$ cat config.mk
export PLATFORM = sky130hd
export DESIGN_NAME = vga_sync_gen_flat
export DESIGN_NICKNAME = d
export VERILOG_FILES = /design/src/rtl/vga_sync_gen_if.sv /design/src/rtl/vga_sync_gen.sv /design/src/flat_wrapper.sv
export SDC_FILE = /design/constraint.sdc
export NUM_CORES = 1
export LEC_CHECK = 0
export ABC_AREA = 1
export BUFFER_PORTS_ARGS = -buffer_cell sky130_fd_sc_hd__buf_4
export CAP_MARGIN = 25
export CORE_MARGIN = 2
export CORE_UTILIZATION = 60
export DETAILED_ROUTE_END_ITERATION = 8
export PLACE_DENSITY = 0.9
export SLEW_MARGIN = 20
export SYNTH_ARGS = -nofsm -noshare
export SYNTH_HDL_FRONTEND = slang
export SYNTH_SLANG_ARGS = --single-unit
$ cat constraint.sdc
create_clock -name CLK -period 3.57 [get_ports CLK]
set_clock_uncertainty 0.1 [all_clocks]
set_input_delay 0.714 -clock CLK [delete_from_list [all_inputs] [get_ports CLK]]
set_output_delay 0.714 -clock CLK [all_outputs]
set_load 0.1 [all_outputs]
$ cat src/rtl/vga_sync_gen_if.sv
// rtl/vga_sync_gen_if.sv - VGA timing interface (sync, visible-region flags, pixel position, strobes)
interface vga_sync_gen_if;
    logic       HSYNC;
    logic       VSYNC;
    logic       H_ON;
    logic       V_ON;
    logic [9:0] PIX_X;
    logic [9:0] PIX_Y;
    logic       PIX_TICK;
    logic       FRAME_START;

    modport master (
        output HSYNC, VSYNC, H_ON, V_ON, PIX_X, PIX_Y, PIX_TICK, FRAME_START
    );

    modport slave (
        input HSYNC, VSYNC, H_ON, V_ON, PIX_X, PIX_Y, PIX_TICK, FRAME_START
    );
endinterface

$ cat src/rtl/vga_sync_gen.sv
// rtl/vga_sync_gen.sv - VGA timing generator; optional VGA_SYNC_DELAY_EN delays H_ON/V_ON/HSYNC/VSYNC by one pixel
module vga_sync_gen #(
    parameter int CLK_DIV   = 4,
    parameter int H_DISPLAY = 640,
    parameter int H_FRONT   = 16,
    parameter int H_SYNC    = 96,
    parameter int H_BACK    = 48,
    parameter int V_DISPLAY = 480,
    parameter int V_FRONT   = 10,
    parameter int V_SYNC    = 2,
    parameter int V_BACK    = 33,
    parameter int SYNC_POL  = 0
) (
    input  logic              CLK,
    input  logic              RST_N,
    vga_sync_gen_if.master    vga
);

    localparam int H_TOTAL = H_DISPLAY + H_FRONT + H_SYNC + H_BACK;
    localparam int V_TOTAL = V_DISPLAY + V_FRONT + V_SYNC + V_BACK;
    localparam int DIV_W   = (CLK_DIV > 1) ? $clog2(CLK_DIV) : 1;

    localparam logic [DIV_W-1:0] DIV_LAST = DIV_W'(CLK_DIV - 1);
    localparam logic [9:0] H_LAST   = 10'(H_TOTAL - 1);
    localparam logic [9:0] V_LAST   = 10'(V_TOTAL - 1);
    localparam logic [9:0] H_VIS    = 10'(H_DISPLAY);
    localparam logic [9:0] V_VIS    = 10'(V_DISPLAY);
    localparam logic [9:0] HS_FIRST = 10'(H_DISPLAY + H_FRONT);
    localparam logic [9:0] HS_LAST  = 10'(H_DISPLAY + H_FRONT + H_SYNC - 1);
    localparam logic [9:0] VS_FIRST = 10'(V_DISPLAY + V_FRONT);
    localparam logic [9:0] VS_LAST  = 10'(V_DISPLAY + V_FRONT + V_SYNC - 1);
    localparam logic       SYNC_ACT = (SYNC_POL != 0);

    logic [DIV_W-1:0] r_div;
    logic [9:0]       r_h;
    logic [9:0]       r_v;

    logic       r_hsync;
    logic       r_vsync;
    logic       r_h_on;
    logic       r_v_on;
    logic [9:0] r_pix_x;
    logic [9:0] r_pix_y;
    logic       r_pix_tick;
    logic       r_frame_start;

    logic       w_adv;
    logic       w_h_wrap;
    logic [9:0] w_h_next;
    logic [9:0] w_v_next;
    logic       w_h_on;
    logic       w_v_on;
    logic       w_hsync;
    logic       w_vsync;

    assign w_adv    = (r_div == DIV_LAST);
    assign w_h_wrap = (r_h == H_LAST);
    assign w_h_next = w_h_wrap ? 10'd0 : r_h + 10'd1;
    assign w_v_next = w_h_wrap ? ((r_v == V_LAST) ? 10'd0 : r_v + 10'd1) : r_v;

    // Decode from the post-advance position so registered outputs match the new pixel
    assign w_h_on  = (w_h_next < H_VIS);
    assign w_v_on  = (w_v_next < V_VIS);
    assign w_hsync = ((w_h_next >= HS_FIRST) && (w_h_next <= HS_LAST)) ? SYNC_ACT : ~SYNC_ACT;
    assign w_vsync = ((w_v_next >= VS_FIRST) && (w_v_next <= VS_LAST)) ? SYNC_ACT : ~SYNC_ACT;

    // Pixel-rate divider; the wrap edge is the advance
    always_ff @(posedge CLK or negedge RST_N) begin
        if (!RST_N) begin
            r_div <= '0;
        end else begin
            r_div <= w_adv ? '0 : r_div + DIV_W'(1);
        end
    end

    // Position counters start at the last pixel so the first advance lands on (0,0)
    always_ff @(posedge CLK or negedge RST_N) begin
        if (!RST_N) begin
            r_h <= H_LAST;
            r_v <= V_LAST;
        end else if (w_adv) begin
            r_h <= w_h_next;
            r_v <= w_v_next;
        end
    end

    // Registered timing outputs, refreshed on every advance
    always_ff @(posedge CLK or negedge RST_N) begin
        if (!RST_N) begin
            r_pix_x <= '0;
            r_pix_y <= '0;
            r_h_on  <= 1'b0;
            r_v_on  <= 1'b0;
            r_hsync <= ~SYNC_ACT;
            r_vsync <= ~SYNC_ACT;
        end else if (w_adv) begin
            r_pix_x <= w_h_next;
            r_pix_y <= w_v_next;
            r_h_on  <= w_h_on;
            r_v_on  <= w_v_on;
            r_hsync <= w_hsync;
            r_vsync <= w_vsync;
        end
    end

    // Single-clock strobes following each advance and the advance onto (0,0)
    always_ff @(posedge CLK or negedge RST_N) begin
        if (!RST_N) begin
            r_pix_tick    <= 1'b0;
            r_frame_start <= 1'b0;
        end else begin
            r_pix_tick    <= w_adv;
            r_frame_start <= w_adv && (w_h_next == 10'd0) && (w_v_next == 10'd0);
        end
    end

`ifdef VGA_SYNC_DELAY_EN
    logic r_hsync_d;
    logic r_vsync_d;
    logic r_h_on_d;
    logic r_v_on_d;

    // One-pixel lag on region/sync flags to match the font ROM read latency
    always_ff @(posedge CLK or negedge RST_N) begin
        if (!RST_N) begin
            r_h_on_d  <= 1'b0;
            r_v_on_d  <= 1'b0;
            r_hsync_d <= ~SYNC_ACT;
            r_vsync_d <= ~SYNC_ACT;
        end else if (w_adv) begin
            r_h_on_d  <= r_h_on;
            r_v_on_d  <= r_v_on;
            r_hsync_d <= r_hsync;
            r_vsync_d <= r_vsync;
        end
    end

    assign vga.HSYNC = r_hsync_d;
    assign vga.VSYNC = r_vsync_d;
    assign vga.H_ON  = r_h_on_d;
    assign vga.V_ON  = r_v_on_d;
`else
    assign vga.HSYNC = r_hsync;
    assign vga.VSYNC = r_vsync;
    assign vga.H_ON  = r_h_on;
    assign vga.V_ON  = r_v_on;
`endif

    assign vga.PIX_X       = r_pix_x;
    assign vga.PIX_Y       = r_pix_y;
    assign vga.PIX_TICK    = r_pix_tick;
    assign vga.FRAME_START = r_frame_start;

endmodule

$ cat src/flat_wrapper.sv
// flat-port wrapper written by rule: the top's interface ports become plain ports
module vga_sync_gen_flat 
#(
    parameter int CLK_DIV   = 4,
    parameter int H_DISPLAY = 640,
    parameter int H_FRONT   = 16,
    parameter int H_SYNC    = 96,
    parameter int H_BACK    = 48,
    parameter int V_DISPLAY = 480,
    parameter int V_FRONT   = 10,
    parameter int V_SYNC    = 2,
    parameter int V_BACK    = 33,
    parameter int SYNC_POL  = 0
)
  (CLK, RST_N, vga_HSYNC, vga_VSYNC, vga_H_ON, vga_V_ON, vga_PIX_X, vga_PIX_Y, vga_PIX_TICK, vga_FRAME_START);
  vga_sync_gen_if vga_i ();
  input  logic CLK;
  input  logic RST_N;
  output wire logic [$bits(vga_i.HSYNC)-1:0] vga_HSYNC;
  output wire logic [$bits(vga_i.VSYNC)-1:0] vga_VSYNC;
  output wire logic [$bits(vga_i.H_ON)-1:0] vga_H_ON;
  output wire logic [$bits(vga_i.V_ON)-1:0] vga_V_ON;
  output wire logic [$bits(vga_i.PIX_X)-1:0] vga_PIX_X;
  output wire logic [$bits(vga_i.PIX_Y)-1:0] vga_PIX_Y;
  output wire logic [$bits(vga_i.PIX_TICK)-1:0] vga_PIX_TICK;
  output wire logic [$bits(vga_i.FRAME_START)-1:0] vga_FRAME_START;
  assign vga_HSYNC = vga_i.HSYNC;
  assign vga_VSYNC = vga_i.VSYNC;
  assign vga_H_ON = vga_i.H_ON;
  assign vga_V_ON = vga_i.V_ON;
  assign vga_PIX_X = vga_i.PIX_X;
  assign vga_PIX_Y = vga_i.PIX_Y;
  assign vga_PIX_TICK = vga_i.PIX_TICK;
  assign vga_FRAME_START = vga_i.FRAME_START;
  vga_sync_gen #(.CLK_DIV(CLK_DIV), .H_DISPLAY(H_DISPLAY), .H_FRONT(H_FRONT), .H_SYNC(H_SYNC), .H_BACK(H_BACK), .V_DISPLAY(V_DISPLAY), .V_FRONT(V_FRONT), .V_SYNC(V_SYNC), .V_BACK(V_BACK), .SYNC_POL(SYNC_POL)) u_core (.CLK(CLK), .RST_N(RST_N), .vga(vga_i));
endmodule
Word level (Yosys, flattened, before mapping)
Index checks and enable logic that the tools add are counted.
{ "classes": {"eq_ne": 3, "muxes": 6, "magnitude_cmp": 6, "n_reduce_logical": 6, "addsub": 3} }
{ "ops": {"columns": ["op", "n"], "rows": [
  ["2-to-1 mux 10 bit", 3],
  ["adder 10 x 1 -> 10 bit (second input constant)", 2],
  ["equality test 10 bit (second input constant)", 2],
  ["zero test 10 bit", 2],
  ["greater-or-equal comparator 10 bit (second input constant)", 1],
  ["greater-or-equal comparator 10 x 9 -> 1 bit (second input constant)", 1],
  ["less-or-equal comparator 10 bit (second input constant)", 1],
  ["less-or-equal comparator 10 x 9 -> 1 bit (second input constant)", 1],
  ["< comparator 10 bit (second input constant)", 1],
  ["< comparator 10 x 9 -> 1 bit (second input constant)", 1],
  ["logical AND 1 bit", 4],
  ["adder 2 x 1 -> 2 bit (second input constant)", 1],
  ["equality test 2 bit (second input constant)", 1],
  ["2-to-1 mux 1 bit", 2],
  ["2-to-1 mux 2 bit", 1]
]} }
{ "word_totals": {"ff_bits": 48, "output_inout_bits": 26, "in_bits": 2, "elab_cells": 35} }

Longest topological paths before layout
Gate-level depths: netlist of run 1.
{ "depth": {"word_depth": 6, "depth_mapped": 13, "depth_no_buf": 13} }

Worst setup path after synthesis of run 1
OpenSTA, ideal clock, no wires.
{ "synth_timing": {"path_type": "register -> register", "start": "register u_core.r_h[1]", "end": "register u_core.r_vsync (netlist: u_core.vga.VSYNC)", "stages_incl_launch_ff": 12, "path_slack_ns": 1.664, "path_buffers": 1, "t_required_ns": 3.393, "setup_time_ns": 0.077, "arrival_ns": 1.728, "period_less_slack_ns": 1.906, "path_cell_list": "dfstp_2 -> ha_1 -> nand4_2 -> nor2_4 -> buf_6 -> nand3_1 -> nand2_1 -> nand3_1 -> nor2_1 -> nand2_1 -> nor2_1 -> nor2_1"} }
{ "synth_via": {"elab_chain_cells": 5, "word_cells_on_any_way": 6, "classes_between": "order compare: 2; eq/ne: 1; mux: 2; reduce/logical: 1"} }
{ "synth_lines": {"columns": ["element", "line", "text"], "rows": [
  ["start, declared", "vga_sync_gen.sv:35", "logic [9:0] r_h;"],
  ["start signal, assigned", "vga_sync_gen.sv:82", "r_h <= w_h_next;"],
  ["equality test 10 bit (*)", "vga_sync_gen.sv:57", "assign w_h_wrap = (r_h == H_LAST);"],
  ["2-to-1 mux 10 bit (*)", "vga_sync_gen.sv:59", "assign w_v_next = w_h_wrap ? ((r_v == V_LAST) ? 10'd0 : r_v + 10'd1) : r_v;"],
  ["greater-or-equal comparator 10 x 9 -> 1 bit / less-or-equal comparator 10 x 9 -> 1 bit (equally long branches)", "vga_sync_gen.sv:65", "assign w_vsync = ((w_v_next >= VS_FIRST) && (w_v_next <= VS_LAST)) ? SYNC_ACT : ~SYNC_ACT;"],
  ["logical AND 1 bit (*)", "vga_sync_gen.sv:65", null],
  ["2-to-1 mux 1 bit (*)", "vga_sync_gen.sv:65", null],
  ["end signal, assigned", "vga_sync_gen.sv:95", "r_vsync <= ~SYNC_ACT;"],
  ["end signal, assigned", "vga_sync_gen.sv:102", "r_vsync <= w_vsync;"],
  ["end, declared", "vga_sync_gen.sv:39", "logic r_vsync;"]
]} }
Mark *: on every way between the ends. The rest lies on a longest branch, timed or not.
A chain may end at the register's enable or synchronous reset.

Final worst setup path of run 1
Ends and elaborated chain as after synthesis.

==> results of run 1 <==
[power groups by stage]
stage | combinational, W | clock, W | sequential [W]
floorplan | 0.000000000726 | 0 | 0.000439
global placement | 0.00000905 | 0 | 0.000439
detailed placement | 0.00000907 | 0 | 0.000439
CTS | 0.00000899 | 0.000304 | 0.000431
global route | 0.0000101 | 0.000320 | 0.000431
finish | 0.00000832 | 0.000299 | 0.000431
[cells by family after synthesis]
group	count (synthesis)	synth area share [%]
DFF	38	43.25
xor gates and xnor gates	2	0.7845
AOI/OAI and AO/OA	25	5.770
and+or+nand+nor	186	36.58
adders and majority gates	6	3.361
buffers and inverters	48	10.25
[cells in the mapped netlist (all sizes together)]
library cell / instances
a21oi: 3
xnor2: 1
dfrtp: 26
or2: 3
nand4: 10
nand3: 30
buf: 12
nor2: 35
o21bai: 1
ha: 6
xor2: 1
clkbuf: 5
a31oi: 1
o21ai: 20
nand2: 104
inv: 31
dfstp: 12
nor3: 4
[placed cells by master (no fill, tap or decap), drive strengths merged]
master	count
nand2	104
nor2	35
inv	31
nand3	30
buf	29
dfrtp	26
o21ai	20
dfstp	12
nand4	10
clkbuf	8
ha	6
nor3	4
a21oi	3
or2	3
xor2	1
a31oi	1
xnor2	1
o21bai	1
[how the worst max path moves through the flow]
| stage | startpoint | depth (start not counted) | end | slack [ns] |
|---|---|---|---|---|
| 6_report | u_core.r_h[1] | 10 | u_core.vga.VSYNC | 1.42 |
| 5_1_grt | u_core.r_h[1] | 11 | u_core.vga.FRAME_START | 1.23 |
| 4_1_cts | u_core.r_h[1] | 11 | u_core.vga.FRAME_START | 1.41 |
| 3_5_place_dp | u_core.r_h[1] | 10 | u_core.vga.VSYNC | 1.43 |
| 3_3_place_gp | u_core.r_h[1] | 11 | u_core.vga.FRAME_START | 1.51 |
| 2_1_floorplan | u_core.r_h[1] | 11 | u_core.vga.VSYNC | 1.66 |
[per-stage QoR]
stage	instance area [um2]	total power, W	cells	util [%]
5_1_grt	2489	0.0007613	373	69.01
3_5_place_dp	2399	0.0004478	365	66.52
3_3_place_gp	2399	0.0004478	365	66.52
2_1_floorplan	2233	0.0004388	305	-
4_1_cts	2489	0.0007437	373	69.01
6_report	2489	0.0007389	373	69.01
[metal layers]
metal  wire length (um)  GRT usage (%)  part of all wire (%)  vias up
li1                   -              -                     -     1004
met4                 99          10.94                   2.1        0
met1               2007          30.28                    43      917
met5                  0              0                     0        -
met2               2330          41.24                    50       56
met3                219          4.861                   4.7        9
[final cells by class]
type	instances	area, um2
Tap cell	48	60.06
Inverter	31	116.4
Fill cell	321	1117
Sequential cell	38	965.9
Multi-Input combinational cell	219	1039
Timing Repair Buffer	29	217.7
Clock buffer	8	90.09
[flip-flops by register name, indices dropped and copies added (netlist names)]
register / count
u_core.vga.PIX_TICK: 1
u_core.vga.PIX_X: 10
u_core.r_v: 3
u_core.r_h: 7
u_core.vga.FRAME_START: 1
u_core.vga.V_ON: 1
u_core.vga.H_ON: 1
u_core.vga.VSYNC: 1
u_core.vga.HSYNC: 1
u_core.r_div: 2
u_core.vga.PIX_Y: 10
==> flow_metrics.py, run 1 <==
metrics = {
    "timing": {
        "min_period_ns": 2.153,
        "hold_viol_final": 0,
        "holdWs_ns": 0.2620,
        "fin_setup_tns_ns": 0,
        "setup_viol": 0,
        "max_freq_mhz": 464.4,
        "finalWorstSetupSlack_ns": 1.417,
        "rsz0062_at_grt": "no",
        "drv_slew": 0,
        "tightestPinTransition_ns": 0.4600,
        "slew_headroom_pct": 69.33,
        "period_share_pct": 60.32,
    },
    "floorplanning": {
        "pin_count": 28,
        "rows": 22,
        "die-area_um2": 4226,
        "die_y_um": 65.01,
        "core_region_area_um2": 3606,
        "die_x_um": 65.01,
        "initial_core_util_pct": 61.94,
    },
    "clocking": {
        "cts_buffers": 5,
        "numClockSinks": 38,
        "cts_tree": "yes",
        "clk_pin_slew_ns": 0.07,
        "hold_buffers": 0,
        "post_cts_buffers": 0,
        "clkLatencyLatePin_ns": 0.29,
        "cts-root-buf": "clkbuf_8",
        "clk_path_buf_depth": 2,
        "cts.repair.resized": 0,
        "cts-htree-levels": 2,
    },
    "worst_setup_path": {
        "path_cells": "ha_1 -> nand4_2 -> nor2_4 -> nand3_1 -> nand2_1 -> nand3_1 -> nor2_1 -> nand2_1 -> nor2_1 -> nor2_1",
        "worst-r2r-cell-count": 10,
        "ff2ff_setup_slack_ns": 1.42,
        "cpMaxStageDelayCell": "dfstp_2",
        "required_ns": 3.70,
        "critPathBufInv": 0,
        "crit_top_cell": "nor2_1",
        "critPathLaunchType": "flip-flop",
        "cp_data_arrival_time_ns": 2.28,
        "critPathKind": "reg2reg",
        "r2r-start": "u_core.r_h[1]",
        "r2r-end": "u_core.vga.VSYNC",
        "critPathMaxStageDelay_ns": 0.59,
        "worst_setup_path_end_kind": "flip-flop",
        "critical_path_peak_fanout": 15,
        "critical-path-top-delay-family": "simple AND/OR/NAND/NOR gates",
    },
    "power": {
        "p_seq_share_pct": 58.3,
        "switching_power_w": 0.0001497,
        "power.share.clock_pct": 40.5,
        "comb_power_share_pct": 1.1,
        "power.density_cell_area_nw_per_um2": 296.9,
        "swShare_pct": 20.25,
        "p_int_w": 0.0005892,
        "p_leak_nw": 1.312,
        "peakVddDrop_uv": 260.7,
    },
    "route": {
        "first_pass_iters": 5,
        "vias_per_cell": 5.324,
        "totalWireLength_mm": 4.657,
        "dr_total_vias": 1986,
        "wire_per_inst_um": 12.49,
        "drc_errors": 0,
        "drt_iter0_markers": 170,
        "ant_nets": 0,
    },
    "status": {
        "status": "completed",
    },
    "global_route": {
        "grt_start_max_net_pins": 39,
        "antenna_found_initial": 0,
        "grt_pass1_vias": 1819,
        "overflow": 0,
        "globalRouteTotalUtil_pct": 24.40,
        "grt_pass1_wl_mm": 7.872,
    },
    "synthesis": {
        "ys_ff_latch": 38,
        "synth.top_cell.area_share_pct": 29.13,
        "syn_area_um2": 2233,
        "syn-instance-count": 305,
        "syn-num-nets": 313,
        "ys_seq_area_share_pct": 43.25,
        "synth_area_per_cell_um2": 7.323,
        "yosysTopAreaCell": "dfrtp_1",
        "yosysWarnings": 0,
        "ys_types": 27,
        "synthTopCellsByArea": "dfrtp_1 (29%), nand2_1 (17%), dfstp_2 (14%), nand3_1 (6.3%), nor2_1 (5.2%)",
    },
    "placed_design": {
        "globalplace.congestion": 0.8733,
        "hpwlAfterDp_mm": 3.355,
        "port_buffers": 27,
        "pre_cts_slack_ns": 1.430,
    },
    "layout": {
        "n_antenna_cell": 0,
        "fin_nets": 332,
        "drive_gt1_share_pct": 18.77,
        "area_growth_pct": 11.43,
    },
    "flow_run": {
        "drv_cap": 0,
    },
    "worst_hold_path": {
        "hold_class": "in2async",
    },
}
No activity file was read; power rests on OpenSTA's default activity.
==> run 2: changes to the inputs <==
--- a/config.mk
+++ b/config.mk
@@ -9,9 +9,9 @@
 export BUFFER_PORTS_ARGS = -buffer_cell sky130_fd_sc_hd__buf_4
 export CAP_MARGIN = 25
 export CORE_MARGIN = 2
-export CORE_UTILIZATION = 60
+export CORE_UTILIZATION = 52
 export DETAILED_ROUTE_END_ITERATION = 8
-export PLACE_DENSITY = 0.9
+export PLACE_DENSITY = 0.84
 export SLEW_MARGIN = 20
 export SYNTH_ARGS = -nofsm -noshare
 export SYNTH_HDL_FRONTEND = slang
==> constraint.sdc (replaced) <==
create_clock -name CLK -period 1.8 [get_ports CLK]
set_clock_uncertainty 0.1 [all_clocks]
set_input_delay 0.36 -clock CLK [delete_from_list [all_inputs] [get_ports CLK]]
set_output_delay 0.36 -clock CLK [all_outputs]
set_load 0.1 [all_outputs]
==> run 2 against run 1 <==
  * The run now ends with negative setup slack left
  * Sequential share of layout area is 4.1 points lower
  * Final cell count increased by 7.8%
  * Power rose by 96%
  * Fmax up 12%
  * Critical path depth is 1 higher
  * Non-clock buffer count increased by 27
  * Design area increased by 12%
  * Worst setup slack got worse by 1.5 ns
  * Largest cell class unchanged
==> flow_metrics.py, run 2 (synthesis gave the netlist of run 1 again) <==
metrics = {
    "clocking": {
        "cts-htree-levels": 2,
        "clk_pin_slew_ns": 0.07,
        "cts_buffers": 5,
        "cts_tree": "yes",
        "clkLatencyLatePin_ns": 0.30,
        "numClockSinks": 38,
        "clk_path_buf_depth": 2,
        "cts-root-buf": "clkbuf_8",
    },
    "layout": {
        "fin_nets": 359,
        "fillers": 364,
        "drive_gt1_share_pct": 28.98,
        "final_cell_mix": "nand2_1 (98), buf_4 (53), nor2_1 (28), inv_1 (27)",
        "final-seq-area_um2": 965.9,
        "final_common_cell": "nand2_1",
        "n_antenna_cell": 0,
        "final_cell_area_um2": 2781,
        "multi_input_area_um2": 1115,
        "area_growth_pct": 24.54,
        "final_cells": 402,
    },
    "route": {
        "totalWireLength_mm": 5.159,
        "dr_total_vias": 2103,
        "drt_iter0_markers": 132,
        "drc_errors": 0,
        "vias_per_cell": 5.231,
        "first_pass_iters": 4,
        "ant_nets": 0,
        "wire_per_inst_um": 12.83,
    },
    "power": {
        "peakVddDrop_uv": 457.4,
        "p_leak_nw": 1.428,
        "power.density_cell_area_nw_per_um2": 520.3,
    },
    "placed_design": {
        "dp.cells": 390,
        "globalplace.congestion": 0.9484,
        "port_buffers": 27,
        "hpwlAfterDp_mm": 3.681,
        "dpl-instance-area_um2": 2618,
        "pre_cts_slack_ns": -0.08813,
    },
    "floorplanning": {
        "initial_core_util_pct": 55.04,
        "core_region_area_um2": 4058,
        "die_x_um": 69.54,
        "rows": 23,
        "die_y_um": 69.54,
        "die-area_um2": 4835,
        "pin_count": 28,
    },
    "timing": {
        "finalWorstSetupSlack_ns": -0.1202,
        "tightestPinTransition_ns": 0.4555,
        "rsz0062_at_grt": "yes",
        "setup_viol": 3,
        "holdWs_ns": 0.3301,
        "period_share_pct": 106.7,
        "slew_headroom_pct": 69.64,
        "drv_slew": 0,
        "min_period_ns": 1.920,
        "max_freq_mhz": 520.8,
        "hold_viol_final": 0,
    },
    "status": {
        "status": "finished with violations",
        "violations": "negative setup slack",
    },
    "global_route": {
        "grt_start_max_net_pins": 39,
        "globalRouteTotalUtil_pct": 23.14,
        "grt_pass1_wl_mm": 9.032,
        "overflow": 0,
        "grt_pass1_vias": 2035,
        "antenna_found_initial": 0,
    },
    "worst_setup_path": {
        "critPathLaunchType": "flip-flop",
        "worst_setup_path_end_kind": "flip-flop",
        "required_ns": 1.93,
        "cp_data_arrival_time_ns": 2.05,
        "critical_path_peak_fanout": 15,
        "critPathKind": "reg2reg",
    },
    "worst_hold_path": {
        "hold_class": "reg2reg",
    },
    "flow_run": {
        "drv_cap": 0,
    },
}
## run 2: cell count changes in the layout (fill, tap and decap cells not counted), sizes merged
cell,change
buf,+26
clkbuf,-2
clkinv,+2
dlygate4sd3,+1
## run 2: timing repair
item                                   in CTS  in global routing
buffers inserted                            2                  1
endpoints found under the hold margin      26                  0
setup endpoints to repair                   4                 13
gates resized for setup                     8                  7
pin swaps                                   5                  3
hold buffers                                1                  0
## run 2: metrics by stage
stage                     total power (W)  utilization [%]  TNS [ns]
final                            0.001447            68.55   -0.2200
after global routing             0.001484            68.55    -1.237
after CTS                        0.001458            67.90   -0.1178
after detailed placement        0.0008888            64.51   -0.2224
after global placement          0.0008885            64.51  -0.06612
after floorplan                 0.0008704                -  -0.06793
## run 2: final cells by class
class / instances / share of cell area (%)
tap: 50 / 2.249
multi-input combinational: 219 / 40.08
timing repair buffer: 56 / 15.79
inverter: 31 / 4.184
clock inverter: 2 / 0.3599
sequential: 38 / 34.73
clock buffer: 6 / 2.609
## run 2: path summary, 6_finish.rpt
check / start / end / slack, ns / cells after the start
max in group asynchronous: RST_N / u_core.vga.VSYNC / 0.79 / 2
min reg2reg: u_core.r_div[0] / u_core.r_div[0] / 0.33 / 1
min in group asynchronous: RST_N / u_core.vga.PIX_X[4] / 0.46 / 2
max: u_core.r_h[1] / u_core.vga.VSYNC / -0.12 / 11
min: u_core.r_div[0] / u_core.r_div[0] / 0.33 / 1
max reg2reg: u_core.r_h[1] / u_core.vga.VSYNC / -0.12 / 11
## run 2: routing by layer
| metal | track usage [%] | routed length (um) | up-vias |
|---|---|---|---|
| met3 | 5.378 | 324 | 12 |
| met5 | 0 | 0 | - |
| met2 | 36.32 | 2401 | 66 |
| met4 | 8.279 | 94 | 0 |
| li1 | - | - | 1057 |
| met1 | 31.42 | 2338 | 968 |
## run 2: report_power, final
part	total [W]	internal (W)	switching [W]
logic	0.0000183	0.00000288	0.0000154
registers	0.000855	0.000855	0
clock network	0.000574	0.000269	0.000306
## run 2: worst max-delay path: stages, from the launching register on
cell	delay [ns]
dfstp_2	0.56
ha_4	0.17
nand4_4	0.10
nor2_4	0.14
buf_12	0.14
nand3_1	0.08
nand2_1	0.10
nand3_1	0.10
nor2_1	0.14
nand2_1	0.06
nor2_1	0.10
nor2_1	0.05
